**src/rtl/video_timing_pkg.sv**
```systemverilog
`default_nettype none
// +----------------------------------------------------------------------------+
// | Module      : video_timing_pkg                                             |
// | Description : Shared raster timing defaults (640x480@60), counter widths,  |
// |               controller state encoding and the registered output bundle   |
// |               used by the timing generator and the VRAM line buffer.       |
// | Revision    : 1.0 - initial release                                        |
// +----------------------------------------------------------------------------+
package video_timing_pkg;

   // Default 640x480@60 timing (pixel clock 25.175 MHz)
   localparam int c_h_visible = 640;
   localparam int c_h_front   = 16;
   localparam int c_h_sync    = 96;
   localparam int c_h_back    = 48;
   localparam int c_v_visible = 480;
   localparam int c_v_front   = 10;
   localparam int c_v_sync    = 2;
   localparam int c_v_back    = 33;
   localparam int c_prefetch  = 2;

   // Counter widths; these bound H_TOTAL and V_TOTAL
   localparam int c_h_bits = 11;
   localparam int c_v_bits = 10;

   typedef enum logic [0:0] {
      ST_RESET = 1'b0,
      ST_RUN   = 1'b1
   } vga_state_e;

   // Everything the generator presents downstream, registered as one bundle
   typedef struct packed {
      logic                hsync;
      logic                vsync;
      logic                vblank;
      logic                display_active;
      logic                even_odd;
      logic [c_h_bits-1:0] h_count;
      logic [c_v_bits-1:0] v_count;
      logic                line_start;
      logic                frame_start;
      logic                frame_end;
   } vga_out_t;

   // Idle bundle: counters zero, syncs at their inactive level, no strobes
   function automatic vga_out_t vga_out_reset(input logic hsync_pol, input logic vsync_pol);
      vga_out_t r;
      r       = '0;
      r.hsync = ~hsync_pol;
      r.vsync = ~vsync_pol;
      return r;
   endfunction

endpackage
`default_nettype wire

```
**src/rtl/vga_timing_generator_if.sv**
```systemverilog
`default_nettype none
// +----------------------------------------------------------------------------+
// | Module      : vga_timing_generator_if                                      |
// | Description : Raster timing bundle between the timing generator (master)   |
// |               and its consumer (slave).                                    |
// |   pix_ce, enable       : run controls, driven by the slave side           |
// |   HSYNC, VSYNC         : syncs, polarity set by generator parameters      |
// |   vblank               : fetch window (high = pixel data required)        |
// |   displayActive        : high on visible pixels                           |
// |   evenOrOdd            : line parity for bank select                      |
// |   horizontalCount/verticalCount : current pixel / line index             |
// |   lineStart, frameStart, frameEnd : single-cycle position strobes        |
// | Revision    : 1.0 - initial release                                        |
// +----------------------------------------------------------------------------+
interface vga_timing_generator_if;
   import video_timing_pkg::*;

   logic                pix_ce;
   logic                enable;
   logic                HSYNC;
   logic                VSYNC;
   logic                vblank;
   logic                displayActive;
   logic                evenOrOdd;
   logic [c_h_bits-1:0] horizontalCount;
   logic [c_v_bits-1:0] verticalCount;
   logic                lineStart;
   logic                frameStart;
   logic                frameEnd;

   modport master (
      input  pix_ce, enable,
      output HSYNC, VSYNC, vblank, displayActive, evenOrOdd,
             horizontalCount, verticalCount, lineStart, frameStart, frameEnd
   );

   modport slave (
      output pix_ce, enable,
      input  HSYNC, VSYNC, vblank, displayActive, evenOrOdd,
             horizontalCount, verticalCount, lineStart, frameStart, frameEnd
   );

endinterface
`default_nettype wire

```
**src/rtl/raster_counter.sv**
```systemverilog
`default_nettype none
// +----------------------------------------------------------------------------+
// | Module      : raster_counter                                               |
// | Description : Wrap counter 0..TOTAL-1 with terminal-count carry.           |
// |   clk, rst : clock, synchronous active-high reset                         |
// |   i_clr    : synchronous clear to zero (priority over i_inc)              |
// |   i_inc    : advance by one, wrapping after TOTAL-1                        |
// |   o_count  : current count                                                 |
// |   o_carry  : high while count == TOTAL-1 (not qualified by i_inc)          |
// | Revision    : 1.0 - initial release                                        |
// +----------------------------------------------------------------------------+
module raster_counter #(
   parameter int WIDTH = 11,
   parameter int TOTAL = 800
) (
   input  wire logic             clk,
   input  wire logic             rst,
   input  wire logic             i_clr,
   input  wire logic             i_inc,
   output logic      [WIDTH-1:0] o_count,
   output logic                  o_carry
);

   localparam logic [WIDTH-1:0] c_last = WIDTH'(TOTAL - 1);

   logic [WIDTH-1:0] count_q;
   logic [WIDTH-1:0] count_d;
   logic             w_at_last;

   assign w_at_last = (count_q == c_last);

   always_comb begin
      count_d = count_q;
      if (i_clr) begin
         count_d = '0;
      end else if (i_inc) begin
         count_d = w_at_last ? '0 : count_q + 1'b1;
      end
   end

   always_ff @(posedge clk) begin
      if (rst) begin
         count_q <= '0;
      end else begin
         count_q <= count_d;
      end
   end

   assign o_count = count_q;
   assign o_carry = w_at_last;

endmodule
`default_nettype wire

```
**src/rtl/vga_timing_generator.sv**
```systemverilog
`default_nettype none
// +----------------------------------------------------------------------------+
// | Module      : vga_timing_generator                                         |
// | Description : Raster timing source. Counts pixels/lines on enabled cycles  |
// |               and presents syncs, fetch window, parity and position        |
// |               strobes, all registered one enabled cycle behind the         |
// |               counters.                                                    |
// |   clk, rst : pixel clock, synchronous active-high reset                   |
// |   vif      : vga_timing_generator_if.master (run controls in, timing out) |
// | Revision    : 1.0 - initial release                                        |
// +----------------------------------------------------------------------------+
module vga_timing_generator
   import video_timing_pkg::*;
#(
   parameter int   H_VISIBLE = c_h_visible,
   parameter int   H_FRONT   = c_h_front,
   parameter int   H_SYNC    = c_h_sync,
   parameter int   H_BACK    = c_h_back,
   parameter int   V_VISIBLE = c_v_visible,
   parameter int   V_FRONT   = c_v_front,
   parameter int   V_SYNC    = c_v_sync,
   parameter int   V_BACK    = c_v_back,
   parameter int   PREFETCH  = c_prefetch,
   parameter logic HSYNC_POL = 1'b0,
   parameter logic VSYNC_POL = 1'b0
) (
   input  wire logic              clk,
   input  wire logic              rst,
   vga_timing_generator_if.master vif
);

   localparam int c_h_total = H_VISIBLE + H_FRONT + H_SYNC + H_BACK;
   localparam int c_v_total = V_VISIBLE + V_FRONT + V_SYNC + V_BACK;

   // 12/11-bit copies so window ends equal to 2048/1024 still compare correctly
   localparam logic [11:0] c_hs_start  = 12'(H_VISIBLE + H_FRONT);
   localparam logic [11:0] c_hs_stop   = 12'(H_VISIBLE + H_FRONT + H_SYNC);
   localparam logic [10:0] c_vs_start  = 11'(V_VISIBLE + V_FRONT);
   localparam logic [10:0] c_vs_stop   = 11'(V_VISIBLE + V_FRONT + V_SYNC);
   localparam logic [11:0] c_h_total_w = 12'(c_h_total);
   // Pixel at which HSYNC has just gone inactive (wraps to 0 when H_BACK is 0)
   localparam logic [c_h_bits-1:0] c_hs_release =
      c_h_bits'((H_VISIBLE + H_FRONT + H_SYNC) % c_h_total);

   generate
      if (c_h_total > 2048) begin : g_h_total_check
         $error("vga_timing_generator: H_TOTAL exceeds 2048");
      end
      if (c_v_total > 1024) begin : g_v_total_check
         $error("vga_timing_generator: V_TOTAL exceeds 1024");
      end
      if ((PREFETCH < 0) || (PREFETCH > H_FRONT + H_SYNC + H_BACK)) begin : g_prefetch_check
         $error("vga_timing_generator: PREFETCH outside 0..H_FRONT+H_SYNC+H_BACK");
      end
   endgenerate

   vga_state_e          state_q;
   vga_state_e          state_d;
   vga_out_t            out_q;
   vga_out_t            out_d;
   vga_out_t            w_raster;

   logic                w_cnt_clr;
   logic                w_h_inc;
   logic                w_v_inc;
   logic                w_h_last;
   logic                w_v_last;
   logic [c_h_bits-1:0] w_h;
   logic [c_v_bits-1:0] w_v;
   logic [11:0]         w_h12;
   logic [10:0]         w_v11;
   logic [11:0]         w_la_sum;
   logic [c_h_bits-1:0] w_la_h;
   logic [c_v_bits-1:0] w_la_v;

   raster_counter #(
      .WIDTH (c_h_bits),
      .TOTAL (c_h_total)
   ) u_h_counter (
      .clk     (clk),
      .rst     (rst),
      .i_clr   (w_cnt_clr),
      .i_inc   (w_h_inc),
      .o_count (w_h),
      .o_carry (w_h_last)
   );

   // Line advances on the cycle the pixel counter wraps
   assign w_v_inc = w_h_inc & w_h_last;

   raster_counter #(
      .WIDTH (c_v_bits),
      .TOTAL (c_v_total)
   ) u_v_counter (
      .clk     (clk),
      .rst     (rst),
      .i_clr   (w_cnt_clr),
      .i_inc   (w_v_inc),
      .o_count (w_v),
      .o_carry (w_v_last)
   );

   assign w_h12 = {1'b0, w_h};
   assign w_v11 = {1'b0, w_v};

   // Lookahead position PREFETCH pixels ahead. PREFETCH is below H_TOTAL, so
   // at most one line wrap can occur.
   always_comb begin
      w_la_sum = w_h12 + 12'(PREFETCH);
      w_la_h   = w_la_sum[c_h_bits-1:0];
      w_la_v   = w_v;
      if (w_la_sum >= c_h_total_w) begin
         w_la_h = c_h_bits'(w_la_sum - c_h_total_w);
         w_la_v = w_v_last ? '0 : w_v + 1'b1;
      end
   end

   // Timing bundle for the current counter position
   always_comb begin
      w_raster                = out_q;
      w_raster.hsync          = ((w_h12 >= c_hs_start) && (w_h12 < c_hs_stop)) ? HSYNC_POL : ~HSYNC_POL;
      w_raster.vsync          = ((w_v11 >= c_vs_start) && (w_v11 < c_vs_stop)) ? VSYNC_POL : ~VSYNC_POL;
      w_raster.display_active = (w_h12 < 12'(H_VISIBLE)) && (w_v11 < 11'(V_VISIBLE));
      w_raster.vblank         = ({1'b0, w_la_h} < 12'(H_VISIBLE)) && ({1'b0, w_la_v} < 11'(V_VISIBLE));
      w_raster.h_count        = w_h;
      w_raster.v_count        = w_v;
      w_raster.line_start     = (w_h == '0);
      w_raster.frame_start    = (w_h == '0) && (w_v == '0);
      w_raster.frame_end      = (w_h == '0) && (w_v11 == 11'(V_VISIBLE));
      if ((w_h == '0) && (w_v == '0)) begin
         w_raster.even_odd = 1'b0;
      end else if (w_h == c_hs_release) begin
         w_raster.even_odd = ~out_q.even_odd;
      end else begin
         w_raster.even_odd = out_q.even_odd;
      end
   end

   // Controller: RESET holds counters at zero for one enabled cycle before
   // RUN starts counting from (0,0). Nothing moves while pix_ce is low.
   always_comb begin
      state_d   = state_q;
      out_d     = out_q;
      w_cnt_clr = 1'b0;
      w_h_inc   = 1'b0;
      if (vif.pix_ce) begin
         if (!vif.enable) begin
            state_d   = ST_RESET;
            w_cnt_clr = 1'b1;
            out_d     = vga_out_reset(HSYNC_POL, VSYNC_POL);
         end else begin
            case (state_q)
               ST_RESET: begin
                  state_d = ST_RUN;
               end
               ST_RUN: begin
                  w_h_inc = 1'b1;
                  out_d   = w_raster;
               end
               default: begin
                  state_d = ST_RESET;
               end
            endcase
         end
      end
   end

   always_ff @(posedge clk) begin
      if (rst) begin
         state_q <= ST_RESET;
         out_q   <= vga_out_reset(HSYNC_POL, VSYNC_POL);
      end else begin
         state_q <= state_d;
         out_q   <= out_d;
      end
   end

   assign vif.HSYNC           = out_q.hsync;
   assign vif.VSYNC           = out_q.vsync;
   assign vif.vblank          = out_q.vblank;
   assign vif.displayActive   = out_q.display_active;
   assign vif.evenOrOdd       = out_q.even_odd;
   assign vif.horizontalCount = out_q.h_count;
   assign vif.verticalCount   = out_q.v_count;
   assign vif.lineStart       = out_q.line_start;
   assign vif.frameStart      = out_q.frame_start;
   assign vif.frameEnd        = out_q.frame_end;

endmodule
`default_nettype wire

```
**src/flat_wrapper.sv**
```systemverilog
// flat-port wrapper written by rule: the top's interface ports become plain ports
module vga_timing_generator_flat import video_timing_pkg::*;
#(
   parameter int   H_VISIBLE = c_h_visible,
   parameter int   H_FRONT   = c_h_front,
   parameter int   H_SYNC    = c_h_sync,
   parameter int   H_BACK    = c_h_back,
   parameter int   V_VISIBLE = c_v_visible,
   parameter int   V_FRONT   = c_v_front,
   parameter int   V_SYNC    = c_v_sync,
   parameter int   V_BACK    = c_v_back,
   parameter int   PREFETCH  = c_prefetch,
   parameter logic HSYNC_POL = 1'b0,
   parameter logic VSYNC_POL = 1'b0
)
  (clk, rst, vif_pix_ce, vif_enable, vif_HSYNC, vif_VSYNC, vif_vblank, vif_displayActive, vif_evenOrOdd, vif_horizontalCount, vif_verticalCount, vif_lineStart, vif_frameStart, vif_frameEnd);
  vga_timing_generator_if vif_i ();
  input  wire logic clk;
  input  wire logic rst;
  input wire logic [$bits(vif_i.pix_ce)-1:0] vif_pix_ce;
  input wire logic [$bits(vif_i.enable)-1:0] vif_enable;
  output wire logic [$bits(vif_i.HSYNC)-1:0] vif_HSYNC;
  output wire logic [$bits(vif_i.VSYNC)-1:0] vif_VSYNC;
  output wire logic [$bits(vif_i.vblank)-1:0] vif_vblank;
  output wire logic [$bits(vif_i.displayActive)-1:0] vif_displayActive;
  output wire logic [$bits(vif_i.evenOrOdd)-1:0] vif_evenOrOdd;
  output wire logic [$bits(vif_i.horizontalCount)-1:0] vif_horizontalCount;
  output wire logic [$bits(vif_i.verticalCount)-1:0] vif_verticalCount;
  output wire logic [$bits(vif_i.lineStart)-1:0] vif_lineStart;
  output wire logic [$bits(vif_i.frameStart)-1:0] vif_frameStart;
  output wire logic [$bits(vif_i.frameEnd)-1:0] vif_frameEnd;
  assign vif_i.pix_ce = vif_pix_ce;
  assign vif_i.enable = vif_enable;
  assign vif_HSYNC = vif_i.HSYNC;
  assign vif_VSYNC = vif_i.VSYNC;
  assign vif_vblank = vif_i.vblank;
  assign vif_displayActive = vif_i.displayActive;
  assign vif_evenOrOdd = vif_i.evenOrOdd;
  assign vif_horizontalCount = vif_i.horizontalCount;
  assign vif_verticalCount = vif_i.verticalCount;
  assign vif_lineStart = vif_i.lineStart;
  assign vif_frameStart = vif_i.frameStart;
  assign vif_frameEnd = vif_i.frameEnd;
  vga_timing_generator #(.H_VISIBLE(H_VISIBLE), .H_FRONT(H_FRONT), .H_SYNC(H_SYNC), .H_BACK(H_BACK), .V_VISIBLE(V_VISIBLE), .V_FRONT(V_FRONT), .V_SYNC(V_SYNC), .V_BACK(V_BACK), .PREFETCH(PREFETCH), .HSYNC_POL(HSYNC_POL), .VSYNC_POL(VSYNC_POL)) u_core (.clk(clk), .rst(rst), .vif(vif_i));
endmodule
```
**config.mk**
```make
export PLATFORM = sky130hd
export DESIGN_NAME = vga_timing_generator_flat
export DESIGN_NICKNAME = d
export VERILOG_FILES = /design/src/rtl/video_timing_pkg.sv /design/src/rtl/vga_timing_generator_if.sv /design/src/rtl/raster_counter.sv /design/src/rtl/vga_timing_generator.sv /design/src/flat_wrapper.sv
export SDC_FILE = /design/constraint.sdc
export NUM_CORES = 1
export LEC_CHECK = 0
export CORE_MARGIN = 2
export CORE_UTILIZATION = 46
export CTS_BUF_LIST = sky130_fd_sc_hd__clkbuf_4
export DETAILED_ROUTE_END_ITERATION = 8
export GPL_TIMING_DRIVEN = 0
export PLACE_DENSITY = 0.72
export SYNTH_ARGS = -nofsm -noshare
export SYNTH_HDL_FRONTEND = slang
export SYNTH_SLANG_ARGS = --single-unit
```
**constraint.sdc**
```tcl
create_clock -name clk -period 4.7 [get_ports clk]
set_input_delay 1.41 -clock clk [delete_from_list [all_inputs] [get_ports clk]]
set_output_delay 1.41 -clock clk [all_outputs]
set_load 0.01 [all_outputs]
```
Word level (Yosys, flattened, before mapping)
Index checks and enable logic that the tools add are counted.

Register bits after elaboration: 51. Bits in latches: 0. RAM bits: 0. Bits in read-only memories: 0. Input port bits: 4. Output and inout bits: 29. Memories kept: 0.

$add $sub $neg: 4. $mul: 0. Divide/modulo/power cells: 0. Magnitude comparators: 9. Equality and inequality tests: 6. Shifts and indexed selects: 0. Muxes and demuxes: 16. Bitwise logic cells: 2. Reductions and logical operators: 11.

Operator list (number): 2-to-1 mux 29 bit (2); less-than comparator 11 x 10 -> 1 bit, second input constant (3); less-than comparator 10 x 9 -> 1 bit, second input constant (3); == test 11 x 10 -> 1 bit, second input constant (2); 2-to-1 mux 11 bit (2); 2-to-1 mux 10 bit (2); adder 11 x 2 -> 12 bit, second input constant (1); >= comparator 12 x 10 -> 1 bit, second input constant (1); adder 11 x 1 -> 11 bit, second input constant (1); >= comparator 11 x 10 -> 1 bit, second input constant (1); zero test 11 bit (1); subtractor 11 x 10 -> 11 bit, second input constant (1); adder 10 x 1 -> 10 bit, second input constant (1); == test 10 bit, second input constant (1); == test 10 x 9 -> 1 bit, second input constant (1); >= comparator 10 x 9 -> 1 bit, second input constant (1); zero test 10 bit (1); 2-to-1 mux 1 bit (10); logical AND 1 bit (6); inequality test 3 x 1 -> 1 bit, second input constant (1); AND reduction 3 bit (1); inequality test 2 x 1 -> 1 bit, second input constant (1); AND reduction 2 bit (1); OR reduction 2 bit (1); other kinds (2) (2).

Logic depth before layout (Yosys ltp)
Depth in word-level cells: 7. Depth in mapped cells: 8. Gate-level depth less buffers: 7.

Modules after synthesis
Synthesis repeated with hierarchy kept, for this count alone.

Cell total of the unflattened synthesis: 309. Area, all modules: 2665.1 µm².

Modules (own cells, without submodules): vga_timing_generator (instances 1, cells an instance 198, area each 1626.6 µm²); raster_counter at u_core.u_h_counter (instances 1, cells an instance 58, area each 560.5 µm²); raster_counter at u_core.u_v_counter (instances 1, cells an instance 53, area each 478.0 µm²).

Worst setup path before layout
OpenSTA, ideal clock, no wires.

Path type: input to register. From: in vif_pix_ce. To: reg u_core.u_v_counter.count_q[8] (netlist: u_core.u_v_counter.o_count[8]). Library setup time: 0.128 ns. Arrival: 2.488 ns. Setup slack: 2.084 ns. Cell stages on the path: 8. Path buffers: 2. Cell sequence: and3_1 -> buf_2 -> nand4_1 -> clkbuf_1 -> nor2_1 -> nand4_1 -> xor2_1 -> nor2_1.

Word-level cells in the longest chain between the ends: 2.

RTL lines: start: declaration (RTL line flat_wrapper.sv:20) `input wire logic [$bits(vif_i.pix_ce)-1:0] vif_pix_ce;`; 2-to-1 mux 1 bit (RTL line vga_timing_generator.sv:146) `if (vif.pix_ce) begin`; bitwise AND 1 bit / OR reduction 2 bit (equally long branches); end signal: assignment (RTL line raster_counter.sv:45) `count_q <= count_d;`; end: declaration (RTL line raster_counter.sv:26) `logic [WIDTH-1:0] count_q;`.

Parallel ways exist; a longest one is shown, timed or not. A chain may end at the register's enable or synchronous reset.

Worst setup path in the final report
From: in vif_enable. To: reg u_core.u_v_counter.count_q[7] (netlist: u_core.u_v_counter.o_count[7]).

Word-level cells in the longest chain between the ends: 3.

RTL lines: start: declaration (RTL line flat_wrapper.sv:21) `input wire logic [$bits(vif_i.enable)-1:0] vif_enable;`; 2-to-1 mux 1 bit (RTL line vga_timing_generator.sv:147) `if (!vif.enable) begin`; 2-to-1 mux 1 bit (RTL line vga_timing_generator.sv:146); bitwise AND 1 bit / OR reduction 2 bit (equally long branches).

Parallel ways exist; a longest one is shown, timed or not.

==> results.sh <==
export IMPL_antenna_found_initial=0
export IMPL_synth_yosys_warnings=0
export IMPL_synthSimpleGateAreaFrac_pct=28.12
export IMPL_stdcell_count=434
export IMPL_peakVddDrop_mv=0.1815
export IMPL_worst_slack_ps=1488
export IMPL_placed_area_um2=3049
export IMPL_hold_depth=2
export IMPL_synth_area_per_cell_um2=8.195
export IMPL_synth_fp_nets=332
export IMPL_synth_xor_area_share_pct=5.311
export IMPL_grt_ovfl_total=0
export IMPL_r2r_end="u_core.u_v_counter.o_count[7]$_SDFFE_PP0P_"
export IMPL_clkSlewWorstSetupHoldPaths_ps=150
export IMPL_hold_path_class="flip-flop to flip-flop"
export IMPL_drt_iter0_drc=240
export IMPL_dp_worst_setup_slack_ps=1130
export IMPL_slew_violations=0
export IMPL_synthMuxAreaShare_pct=0.3793
export IMPL_grt_max_degree=16
export IMPL_synth_edf_count=0
export IMPL_layout_nets=371
export IMPL_synth_top_area_share_pct=38.69
export IMPL_min_from="u_core.vif.horizontalCount[0]$_SDFFE_PP0P_"
export IMPL_critPathMaxFanout=10
export IMPL_r2r_setup_slack_ps=2430
export IMPL_nFillCells=550
export IMPL_cts_sinks=51
export IMPL_ant_nets=0
export IMPL_port_buffers=32
export IMPL_cts_hold_buf=0
export IMPL_synth_top_family_by_area="simple AND/OR/NAND/NOR gates"
export IMPL_worstPathRequired_ps=5010
export IMPL_clock_latency_ps=370
export IMPL_path_cells="clkdlybuf4s50_1, and3_1, buf_2, nand4_1, nor4_1, nand4b_1, a21oi_1"
export IMPL_synth_top_area_cell="dfxtp_1"
export IMPL_synthFlopType="dfxtp_1"
export IMPL_start_util_pct=47.63
export IMPL_insertedDiodeCount=0
export IMPL_clockRootBuffer="clkbuf_4"
export IMPL_fp_dieH_um=79.74
export IMPL_design_area_um2=3154
export IMPL_hold_ws_ps=478.6
export IMPL_cts_buffers=5
export IMPL_dieArea_um2=6358
export IMPL_worstReg2RegStart="u_core.u_h_counter.o_count[1]$_SDFFE_PP0P_"
export IMPL_setup_tns_final_ps=0
export IMPL_status="completed"
export IMPL_dp_hpwl_mm=4.776
export IMPL_critPathKind="input port to flip-flop"
export IMPL_clock_path_buffers=2
export IMPL_setup_viol=0
export IMPL_crit_path_end_kind="flip-flop"
export IMPL_fin_crit_ps=3212
export IMPL_rsz0062_at_grt="false"
export IMPL_cp_arrival_ps=3520
export IMPL_pin_count=33
export IMPL_viasPerCell=5.855
export IMPL_synth_adder_area_share_pct=2.845
export IMPL_cp_slowest_cell="clkdlybuf4s50_1"
export IMPL_finalWirelength_mm=6.673
export IMPL_place_inst=426
export IMPL_rows=27
export IMPL_synth_compound_area_share_pct=18.92
export IMPL_synth_common_cells="nor2_1, dfxtp_1, a22oi_1"
export IMPL_area_growth_syn_to_layout_pct=19.54
export IMPL_detail_route_first_pass_iterations=4
export IMPL_rr_worst_depth=6
export IMPL_startpoint_type="input port"
export IMPL_synth_area_um2=2639
export IMPL_async_flop_share_pct=0
export IMPL_finClkSkew_ps=8.196
export IMPL_yosysSeqAreaShare_pct=38.69
export IMPL_first_global_vias=2237
export IMPL_synthDistinctLibCells=51
export IMPL_powerDensity_nw_per_um2=249.3
export IMPL_yosysMostFrequentCell="nor2_1"
export IMPL_drc=0
export IMPL_relSlewSlack_pct=62.07
export IMPL_grt_pass1_wl_mm=11.04
export IMPL_num_vias=2541
export IMPL_slowest_delay_ps=610
export IMPL_wl_per_cell_um=15.38
export IMPL_period_share_pct=68.33
export IMPL_cts_tree="built"
export IMPL_max_cap_violations=0
export IMPL_timing_fmax_mhz=311.4
export IMPL_place_congestion=0.9342
export IMPL_hold_path_end="u_core.vif.horizontalCount[0]$_SDFFE_PP0P_"
export IMPL_grt_usage_pct=22.17
export IMPL_final_hold_viol_count=0
export IMPL_synth_seq_cells=51
export IMPL_tightest_slew_ps=563.7
export IMPL_netlist_top_cells_area="dfxtp_1, nor2_1, a22oi_1"
export IMPL_postCtsResizedCells=0
export IMPL_htreeDepth=2
export IMPL_cts_setup_buffers=0
export IMPL_coreArea_um2=5540
export IMPL_syn_inst=322
export IMPL_die_width_um=79.74
export IMPL_layout_drive_gt1_share_pct=7.182
export IMPL_total_leakage_power_nw=1.093
layer usage:
| layer | vias to the layer above | GRT usage (%) | share of wire, % |
|---|---|---|---|
| met5 | - | 0 | 0 |
| met4 | 0 | 7.458 | 1.7 |
| met3 | 11 | 4.072 | 6.3 |
| met2 | 103 | 31.26 | 43 |
| met1 | 1189 | 33.71 | 49 |
| li1 | 1238 | - | - |
cell families after synthesis:
logic type      Yosys count
mux                       1
flops                    51
simple gates            141
xor+xnor                 16
fa+ha+maj                 6
compound gates           74
buf+inv                  33
worst max-delay path by stage:
stage	startpoint	to	slack, ps	cells after the start
finish	vif_enable	u_core.u_v_counter.o_count[7]$_SDFFE_PP0P_	1490	7
floorplan	vif_pix_ce	u_core.u_v_counter.o_count[8]$_SDFFE_PP0P_	2080	8
global placement	vif_enable	u_core.u_v_counter.o_count[8]$_SDFFE_PP0P_	1160	9
global route	vif_enable	u_core.u_v_counter.o_count[9]$_SDFFE_PP0P_	1280	7
detailed placement	vif_enable	u_core.u_v_counter.o_count[7]$_SDFFE_PP0P_	1130	7
CTS	vif_enable	u_core.u_v_counter.o_count[7]$_SDFFE_PP0P_	1540	7
where the power goes:
group / internal (W) / switching [W] / leakage, nW
registers: 0.000436 / 0.00000211 / 0.412
logic: 0.0000124 / 0.0000235 / 0.625
clock network: 0.000172 / 0.000141 / 0.0559
worst max-delay path, delay by kind of cell:
kind            cells  cell delay (ps)
compound gates      1              170
buf+inv             2              820
simple gates        4             1110
layout by cell type, fill, tap and decap left out, drive strengths merged, types with 11 or more instances in the layout:
cell / count
nor2: 61
buf: 12
a21oi: 14
nand3: 13
nand2: 15
a22oi: 24
clkbuf: 20
clkdlybuf4s50: 32
o21ai: 15
nand4: 11
dfxtp: 51
area by class of cell:
class / instances / area, um^2 / share of cell area [%]
clock buffer: 6 / 45.04 / 1.428
buffer: 26 / 125.1 / 3.967
clock inverter: 2 / 60.06 / 1.904
inverter: 7 / 26.28 / 0.8330
timing repair buffer: 32 / 320.3 / 10.15
sequential: 51 / 1021 / 32.37
multi-input combinational: 238 / 1466 / 46.49
tap: 72 / 90.09 / 2.856
through the flow:
step / total power, W / utilization (%)
2_1_floorplan: 0.0004672 / -
3_3_place_gp: 0.0004822 / 55.04
3_5_place_dp: 0.0004826 / 55.04
4_1_cts: 0.0007913 / 56.93
5_1_grt: 0.0008098 / 56.93
6_report: 0.0007863 / 56.93
flip-flops by register name, indices dropped and copies added (netlist names):
name and count:
u_core.u_v_counter.o_count 10, u_core.vif.VSYNC 1, u_core.vif.verticalCount 10, u_core.vif.lineStart 1, u_core.state_q 1, u_core.vif.vblank 1, u_core.vif.evenOrOdd 1, u_core.vif.HSYNC 1
u_core.vif.frameEnd 1, u_core.vif.horizontalCount 11, u_core.vif.displayActive 1, u_core.u_h_counter.o_count 11, u_core.vif.frameStart 1
Power figures use the tool's default switching activity.
